===== src/rtl/drp_adc_responder.sv =====
// XADC-style DRP responder: per-channel result registers filled by a round-robin
// conversion sequencer, served to a DRP initiator with a fixed read/write latency.
module drp_adc_responder #(
  parameter int         NUM_CH     = 13,
  parameter logic [6:0] BASE_ADDR  = 7'h10,
  parameter int         EOC_PERIOD = 26,
  parameter int         RD_LATENCY = 4
) (
  input  logic        dclk,
  input  logic        rst_n,
  input  logic        den_in,
  input  logic        dwe_in,
  input  logic [6:0]  daddr_in,
  input  logic [15:0] di_in,
  output logic [15:0] do_out,
  output logic        drdy_out,
  output logic [3:0]  samp_ch_out,
  input  logic [11:0] samp_data_in,
  output logic        eoc_out,
  output logic        eos_out,
  output logic [6:0]  channel_out,
  output logic        err_out
);

  localparam int CNT_W = (EOC_PERIOD > 2) ? $clog2(EOC_PERIOD) : 1;
  localparam int LAT_W = (RD_LATENCY > 2) ? $clog2(RD_LATENCY) : 1;
  localparam int IDX_W = (NUM_CH > 1) ? $clog2(NUM_CH) : 1;
  localparam logic [CNT_W-1:0] CNT_LAST = CNT_W'(EOC_PERIOD - 1);
  localparam logic [LAT_W-1:0] LAT_LOAD = LAT_W'((RD_LATENCY >= 2) ? RD_LATENCY - 2 : 0);
  localparam logic [3:0]       CH_LAST  = 4'(NUM_CH - 1);
  localparam logic [7:0]       CH_COUNT = 8'(NUM_CH);

  typedef enum logic [1:0] {S_IDLE, S_WAIT, S_RESP} drp_state_t;

  drp_state_t       state_reg, state_next;
  logic [LAT_W-1:0] lat_reg, lat_next;
  logic             we_reg;
  logic [6:0]       addr_reg;
  logic [15:0]      di_reg;
  logic             accept, err_set, enter_resp;
  logic             op_we;
  logic [6:0]       op_addr;
  logic [15:0]      op_di;
  logic [7:0]       op_rel;
  logic             op_hit;
  logic [IDX_W-1:0] op_idx;
  logic [CNT_W-1:0] conv_cnt;
  logic             conv_end;
  logic [IDX_W-1:0] samp_idx;
  logic [15:0]      result [NUM_CH];

  always_comb begin
    state_next = state_reg;
    lat_next   = lat_reg;
    accept     = 1'b0;
    err_set    = 1'b0;
    enter_resp = 1'b0;
    case (state_reg)
      S_IDLE, S_RESP: begin
        if (den_in) begin
          accept = 1'b1;
          if (RD_LATENCY == 1) begin
            state_next = S_RESP;
            enter_resp = 1'b1;
          end else begin
            state_next = S_WAIT;
            lat_next   = LAT_LOAD;
          end
        end else begin
          state_next = S_IDLE;
        end
      end
      S_WAIT: begin
        err_set = den_in;
        if (lat_reg == '0) begin
          state_next = S_RESP;
          enter_resp = 1'b1;
        end else begin
          lat_next = lat_reg - 1'b1;
        end
      end
      default: state_next = S_IDLE;
    endcase
  end

  // With single-cycle latency the operation completes on its acceptance edge,
  // so the live bus is used instead of the latched copy.
  always_comb begin
    op_we   = (state_reg == S_WAIT) ? we_reg   : dwe_in;
    op_addr = (state_reg == S_WAIT) ? addr_reg : daddr_in;
    op_di   = (state_reg == S_WAIT) ? di_reg   : di_in;
    op_rel  = {1'b0, op_addr} - {1'b0, BASE_ADDR};
    op_hit  = (op_addr >= BASE_ADDR) && (op_rel < CH_COUNT);
    op_idx  = op_rel[IDX_W-1:0];
  end

  assign conv_end = (conv_cnt == CNT_LAST);
  assign samp_idx = samp_ch_out[IDX_W-1:0];
  assign drdy_out = (state_reg == S_RESP);

  always_ff @(posedge dclk) begin
    if (!rst_n) begin
      state_reg   <= S_IDLE;
      lat_reg     <= '0;
      we_reg      <= 1'b0;
      addr_reg    <= '0;
      di_reg      <= '0;
      do_out      <= '0;
      err_out     <= 1'b0;
      conv_cnt    <= '0;
      samp_ch_out <= '0;
      eoc_out     <= 1'b0;
      eos_out     <= 1'b0;
      channel_out <= '0;
      for (int i = 0; i < NUM_CH; i++) result[i] <= '0;
    end else begin
      state_reg <= state_next;
      lat_reg   <= lat_next;
      if (err_set) err_out <= 1'b1;
      if (accept) begin
        we_reg   <= dwe_in;
        addr_reg <= daddr_in;
        di_reg   <= di_in;
      end

      if (conv_end) begin
        conv_cnt          <= '0;
        result[samp_idx]  <= {samp_data_in, 4'h0};
        eoc_out           <= 1'b1;
        eos_out           <= (samp_ch_out == CH_LAST);
        channel_out       <= BASE_ADDR + {3'b000, samp_ch_out};
        samp_ch_out       <= (samp_ch_out == CH_LAST) ? 4'h0 : samp_ch_out + 4'h1;
      end else begin
        conv_cnt <= conv_cnt + 1'b1;
        eoc_out  <= 1'b0;
        eos_out  <= 1'b0;
      end

      // Placed after the capture so a same-edge DRP write overrides it.
      if (enter_resp && op_we && op_hit) result[op_idx] <= op_di;
      if (enter_resp && !op_we) do_out <= op_hit ? result[op_idx] : 16'h0000;
    end
  end

endmodule


===== config.mk =====
export PLATFORM = sky130hd
export DESIGN_NAME = drp_adc_responder
export DESIGN_NICKNAME = d
export VERILOG_FILES = /design/src/rtl/drp_adc_responder.sv
export SDC_FILE = /design/constraint.sdc
export NUM_CORES = 1
export LEC_CHECK = 0
export BUFFER_PORTS_ARGS = -buffer_cell sky130_fd_sc_hd__buf_4
export CAP_MARGIN = 5
export CORE_MARGIN = 2
export CORE_UTILIZATION = 36
export DETAILED_ROUTE_END_ITERATION = 8
export GPL_ROUTABILITY_DRIVEN = 0
export HOLD_SLACK_MARGIN = 0.1
export PLACE_DENSITY = 0.63
export SKIP_LAST_GASP = 1
export SLEW_MARGIN = 10
export SYNTH_ARGS = -nofsm -noshare
export SYNTH_HDL_FRONTEND = slang
export SYNTH_SLANG_ARGS = --single-unit
export TNS_END_PERCENT = 20

===== constraint.sdc =====
create_clock -name dclk -period 2.7 [get_ports dclk]
set_input_delay 0.405 -clock dclk [delete_from_list [all_inputs] [get_ports dclk]]
set_output_delay 0.405 -clock dclk [all_outputs]
set_load 0.05 [all_outputs]

# Word level (Yosys, flattened, before mapping)
# Memories as Yosys holds them, arrays and structs flattened.
# Index checks and enable logic that the tools add are counted.
dict set report classes {
  addsub 5
  n_bitwise 1
  reduce_logical 14
  div 0
  shifts 0
  n_lt_le_gt_ge 2
  n_eq_ne 7
  n_mux 29
  multipliers 0
}
# cell n
set op_table {}
lappend op_table {{two-way mux 16 bit} 4}
lappend op_table {{OR reduction 16 bit} 2}
lappend op_table {{two-way mux 1 bit} 16}
lappend op_table {{two-way mux 4 bit} 3}
lappend op_table {{< comparator 8 x 4 -> 1 bit, second input constant} 1}
lappend op_table {{case mux 2 bit (2 select lines)} 2}
lappend op_table {{subtractor 7 x 5 -> 8 bit, second input constant} 1}
lappend op_table {{>= comparator 7 x 5 -> 1 bit, second input constant} 1}
lappend op_table {{two-way mux 7 bit} 1}
lappend op_table {{adder 5 x 4 -> 6 bit, first input constant} 1}
lappend op_table {{two-way mux 2 bit} 3}
lappend op_table {{!= test 2 bit, second input constant} 3}
lappend op_table {{adder 5 x 1 -> 5 bit, second input constant} 1}
lappend op_table {{equality test 5 bit, second input constant} 1}
lappend op_table {{adder 4 x 1 -> 4 bit, second input constant} 1}
lappend op_table {{equality test 4 bit, second input constant} 1}
lappend op_table {{logical AND 1 bit} 4}
lappend op_table {{logical NOT 2 bit} 2}
lappend op_table {{OR reduction 2 bit} 2}
lappend op_table {{AND reduction 3 bit} 1}
lappend op_table {{equality test 2 x 1 -> 1 bit, second input constant} 1}
lappend op_table {{equality test 2 bit, second input constant} 1}
lappend op_table {{AND reduction 2 bit} 1}
lappend op_table {{nonzero test 2 bit} 1}
lappend op_table {{other kinds (3)} 3}
dict set report word_totals {
  ff_bits 63
  latchBits 0
  out_inout_bits 31
  inputBits 39
  ramBits 208
  rom_bits 0
  n_memories 1
  word_cells 71
}
# name words width read_ports rd_clocked_by_memory_dff write_ports line
set mem_list {}
lappend mem_list {result 13 16 1 0 13 50} ;# logic [15:0] result [NUM_CH];

# Logic depth before layout (Yosys ltp)
dict set report logic_depth {
  word_depth 11
  mapped_depth 10
  ltp_nobuf 8
}

# Worst setup path before layout
# OpenSTA, ideal clock, no wires.
dict set report synth_path {
  path_type {register to register}
  start {register conv_cnt[0]}
  end {memory result[0][0], enable pin}
  t_required_ps 2324
  n_path_buf 2
  path_stages_with_launch 9
  arrival_ps 2162
  synth_period_minus_slack_ps 2538
  path_slack_ps 162
  setup_ps 376
  path_cell_list {dfxtp_1 -> ha_1 -> and4b_1 -> buf_2 -> nand2_1 -> nor3_1 -> and2_1 -> clkbuf_1 -> nand3b_1}
}
# item line
set synth_lines {}
lappend synth_lines {{from (decl)} 47} ;# logic [CNT_W-1:0] conv_cnt;
lappend synth_lines {{from (signal assigned)} 134} ;# conv_cnt <= conv_cnt + 1'b1;
lappend synth_lines {{to (decl)} 50}

# Worst setup path in the final report
dict set report layout_path {
  start {register state_reg[1]}
  end {register do_out[13]}
}
dict set report layout_via {
  elab_chain_cells 6
  elab_cells_between_ends 12
  cone_classes {add/sub: 1; order compare: 2; eq/ne: 1; mux: 4; reduce/logical: 3; memory: 1}
}
# item line
set layout_lines {}
lappend layout_lines {{from (decl)} 35} ;# drp_state_t state_reg, state_next;
lappend layout_lines {{from (signal assigned)} 117} ;# state_reg <= state_next;
lappend layout_lines {{equality test 2 x 1 -> 1 bit (*)} {58, 89, 90}}
lappend layout_lines {{two-way mux 7 bit} 90} ;# op_addr = (state_reg == S_WAIT) ? addr_reg : daddr_in;
lappend layout_lines {{subtractor 7 x 5 -> 8 bit} 92} ;# op_rel = {1'b0, op_addr} - {1'b0, BASE_ADDR};
lappend layout_lines {{< comparator 8 x 4 -> 1 bit} 93} ;# op_hit = (op_addr >= BASE_ADDR) && (op_rel < CH_COUNT);
lappend layout_lines {{logical AND 1 bit} 93}
lappend layout_lines {{two-way mux 16 bit} 141} ;# if (enter_resp && !op_we) do_out <= op_hit ? result[op_idx] : 16'h0000;
lappend layout_lines {{to (signal assigned)} 141}
lappend layout_lines {{to (decl)} 15} ;# output logic [15:0] do_out,
# Mark *: on every way between the ends. The rest lies on a longest branch, timed or not.
# A chain may end at the register's enable or synchronous reset.

==> impl_metrics.ini <==
[setup_path]
worst_endpoint_required_time_ns = 3.23
critical_path.slowest_cell = sky130_fd_sc_hd__dfxtp_1
r2r_setup_slk_ns = 0.12
worst-path-stages = 9
critical_path_class = register to register
worstSetupEndpointType = register
crit_path_frequent_cell = sky130_fd_sc_hd__buf_4
timing.rr.end = do_out[13]$_SDFFE_PN0P_
critical_path.max_stage_delay_ns = 0.38
worstSetupStartpoint = state_reg[1]$_SDFFE_PN0P_
cell_chain_of_the_critical_path = nand2b_2, buf_4, mux2i_4, buf_12, o22ai_1, o21ai_0, buf_4, nand4_1, o21ai_1
critical_path_arrival_ns = 3.11
worst_r2r_startpoint = state_reg[1]$_SDFFE_PN0P_
critPathLaunchType = register
worst-path-max-fanout = 42
cp_num_buf_inv = 3
path_delay_family = buffers and inverters
reg2reg_depth = 9

[worst_hold_path]
min_to = addr_reg[3]$_SDFFE_PN0P_
worstHoldPathType = input pin to register
hold_path_depth = 3
worstHoldStart = daddr_in[3]

[finish]
drive_gt1_frac = 0.160
fin_area_mm2 = 0.0169
layout.filler_cells = 3671
register_area_mm2 = 0.00891
final_core_utilization = 0.427
flip_flop_count_of_the_largest_register_all_copies_and_words_added = 256
syn_to_final_growth_pct = 17.8
finish.net_count = 1441
n_antenna_cell = 0
multi_input_comb_area_mm2 = 0.00467

[drt]
drt_first_iter_violations = 920
routed_via_density = 5.77
drc = 0
num_vias = 11214
drt_wl_total_um = 43400
antenna_nets_post_route = 0
detail_route.first_pass.iterations = 5
avgRoutedWirePerCell_um = 22.3

[clock_tree]
cts-buffers-inserted = 31
cts.sink_count = 317
cts_tree = yes
maximum_buffer_depth_of_the_clock_tree = 3
ctsRootBufferMaster = sky130_fd_sc_hd__clkbuf_16
post-cts-setup-buffer-count = 0
clk-insertion-delay-late_ns = 0.60
clock_tree.htree_level_count = 1
clk_transition_reported_paths_ns = 0.06

[sta]
max_freq_mhz = 387
hold_viol = 0
setup_tns_ns = 0
period_share = 0.957
grt_setup_unrepaired = false
worst_clock_skew_ns = 0.0176
total_setup_violations_reported_at_the_end_of_the_flow = 0
timing.slew.headroom = 0.388
slew_viol_final = 0
period_minus_slack_ns = 2.58
worst_slew_pin_slew_ns = 0.919

[grt]
initial_antenna_violation_count = 0
first_global_vias = 10888
grt.overflow.total = 0
gr-usage-all-layers = 0.209
grt_start_max_net_pins = 54
grt_pass1_wl_um = 65900

[pwr]
sequential_cell_fraction_of_total_power = 0.484
power.density_mw_per_mm2 = 668
power.switching_uw = 2720
p_int_uw = 8560
switching_share = 0.241
clockPowerShare = 0.420
post-layout-total-power_uw = 11300
leakage_power_summed_over_all_cells_uw = 0.00589
part_of_the_total_power_dissipated_in_combinational_logic = 0.096
vdd_drop_max_v = 0.000531

[synth]
mappedNetlistArea_mm2 = 0.0143
synth_ff_type = sky130_fd_sc_hd__edfxtp_1
synth-edff-count = 256
syn-instance-count = 1344
synth_seq_area_share = 0.621
post_synth.cell_area_avg_um2 = 10.7
yosysWarnings = 0
synth.ff_latch_count = 317
proportion_of_synthesized_flip_flops_having_asynchronous_set_or_reset = 0
ys_types = 50

[floorplan]
fp-row-count = 73
floorplan.die.width_um = 204
io_pins = 70
die_h_um = 204
initial_utilization = 0.363
fp.dieArea_mm2 = 0.0414
core_area_mm2 = 0.0395

[run_status]
run_status = completed

[place]
placement.io_buffers = 67
postPlaceCellArea_mm2 = 0.0156
dp_hpwl_um = 27900

[job]
drv.max_cap_violation_count = 0
-- worst max path at each step --
stage	to	slack (ns)
final	do_out[13]$_SDFFE_PN0P_	0.12
after detailed placement	do_out[13]$_SDFFE_PN0P_	0.18
after floorplan	result[0][0]$_SDFFCE_PN0P_	0.16
after CTS	do_out[13]$_SDFFE_PN0P_	0.16
after global placement	do_out[13]$_SDFFE_PN0P_	0.19
after global routing	do_out[13]$_SDFFE_PN0P_	0.02
-- power by group through the flow --
stage | Sequential, uW | Clock, uW | Combinational [uW]
floorplan | 5550 | 0 | 591
global placement | 5550 | 0 | 1040
detailed placement | 5560 | 0 | 1050
CTS | 5450 | 4770 | 1080
global route | 5470 | 4960 | 1150
finish | 5460 | 4730 | 1090
-- layer usage --
| layer | vias up | track usage | share of wire |
|---|---|---|---|
| met3 | 98 | 0.0371 | 0.093 |
| met5 | - | 0 | 0 |
| li1 | 5079 | - | - |
| met1 | 5449 | 0.285 | 0.41 |
| met2 | 588 | 0.339 | 0.47 |
| met4 | 0 | 0.0649 | 0.031 |
-- stage by stage --
step           setup slack (ns)  cells  hold slack, ns
3_5_place_dp              0.177   1865           0.445
6_report                  0.115   1945           0.116
2_1_floorplan             0.162   1357           0.432
4_1_cts                   0.155   1945           0.106
3_3_place_gp              0.191   1865           0.437
5_1_grt                  0.0240   1945           0.113
-- worst register-to-register path, stage by stage (launching register included) --
cell	delay, ns
sky130_fd_sc_hd__dfxtp_1	0.38
sky130_fd_sc_hd__nand2b_2	0.23
sky130_fd_sc_hd__buf_4	0.30
sky130_fd_sc_hd__mux2i_4	0.36
sky130_fd_sc_hd__buf_12	0.27
sky130_fd_sc_hd__o22ai_1	0.17
sky130_fd_sc_hd__o21ai_0	0.38
sky130_fd_sc_hd__buf_4	0.18
sky130_fd_sc_hd__nand4_1	0.12
sky130_fd_sc_hd__o21ai_1	0.14
-- cells by family (layout without fill, tap and decap cells) --
group / Yosys count / count (layout) / share of synthesized area
AOI/OAI and AO/OA: 416 / 416 / 0.161
and+or+nand+nor: 397 / 397 / 0.136
DFF: 317 / 317 / 0.621
buffers and inverters: 185 / 248 / 0.0604
muxes: 19 / 19 / 0.0145
adders and majority gates: 7 / 7 / 0.00611
xor gates and xnor gates: 2 / 2 / 0.00122
other: 1 / 14 / 0.000262
-- area by class of cell --
cell class                 instances  share of cell area
tap                              525              0.0389
inverter                          12             0.00267
sequential                       317               0.528
clock inverter                    22              0.0179
multi-input combinational        855               0.276
clock buffer                      36              0.0476
timing repair buffer             178              0.0891
-- cell usage after synthesis (all sizes together), types with 12 or more instances --
cell / number / area [um2]
nand3: 158 / 806
dfxtp: 61 / 1220
clkbuf: 96 / 360
mux2i: 18 / 196
buf: 77 / 460
nand2: 100 / 375
inv: 12 / 45.0
nand4: 16 / 100
o22ai: 128 / 801
nand3b: 18 / 139
nor2: 67 / 251
and2: 16 / 100
a21oi: 36 / 180
o21ai: 242 / 1240
edfxtp: 256 / 7690
-- cells in the final DEF, fill, tap and decap left out, types with 6 or more instances in the layout --
cell / synthesis / routed
sky130_fd_sc_hd__nand4_1: 16 / 16
sky130_fd_sc_hd__clkinv_1: 0 / 6
sky130_fd_sc_hd__bufinv_16: 0 / 7
sky130_fd_sc_hd__nand2_1: 100 / 100
sky130_fd_sc_hd__edfxtp_1: 256 / 256
sky130_fd_sc_hd__mux2i_1: 16 / 16
sky130_fd_sc_hd__o21ai_0: 72 / 71
sky130_fd_sc_hd__a21oi_1: 36 / 36
sky130_fd_sc_hd__and2_1: 16 / 16
sky130_fd_sc_hd__o21ai_1: 163 / 164
sky130_fd_sc_hd__conb_1: 1 / 14
sky130_fd_sc_hd__dfxtp_1: 61 / 61
sky130_fd_sc_hd__nand3b_1: 17 / 17
sky130_fd_sc_hd__nor2_1: 67 / 67
sky130_fd_sc_hd__inv_1: 12 / 12
sky130_fd_sc_hd__buf_12: 0 / 9
sky130_fd_sc_hd__o21ai_2: 7 / 7
sky130_fd_sc_hd__nand3_1: 155 / 155
sky130_fd_sc_hd__dlygate4sd3_1: 0 / 22
sky130_fd_sc_hd__buf_4: 11 / 147
sky130_fd_sc_hd__clkbuf_16: 0 / 31
sky130_fd_sc_hd__ha_1: 7 / 7
sky130_fd_sc_hd__o22ai_1: 128 / 128
-- repair_timing --
item                       CTS  global route
setup endpoints to repair    0             8
hold buffers                22             0
hold endpoints to repair    22             0
gates resized for setup      0             1
Note: power is estimated with default switching activity, not from simulation.
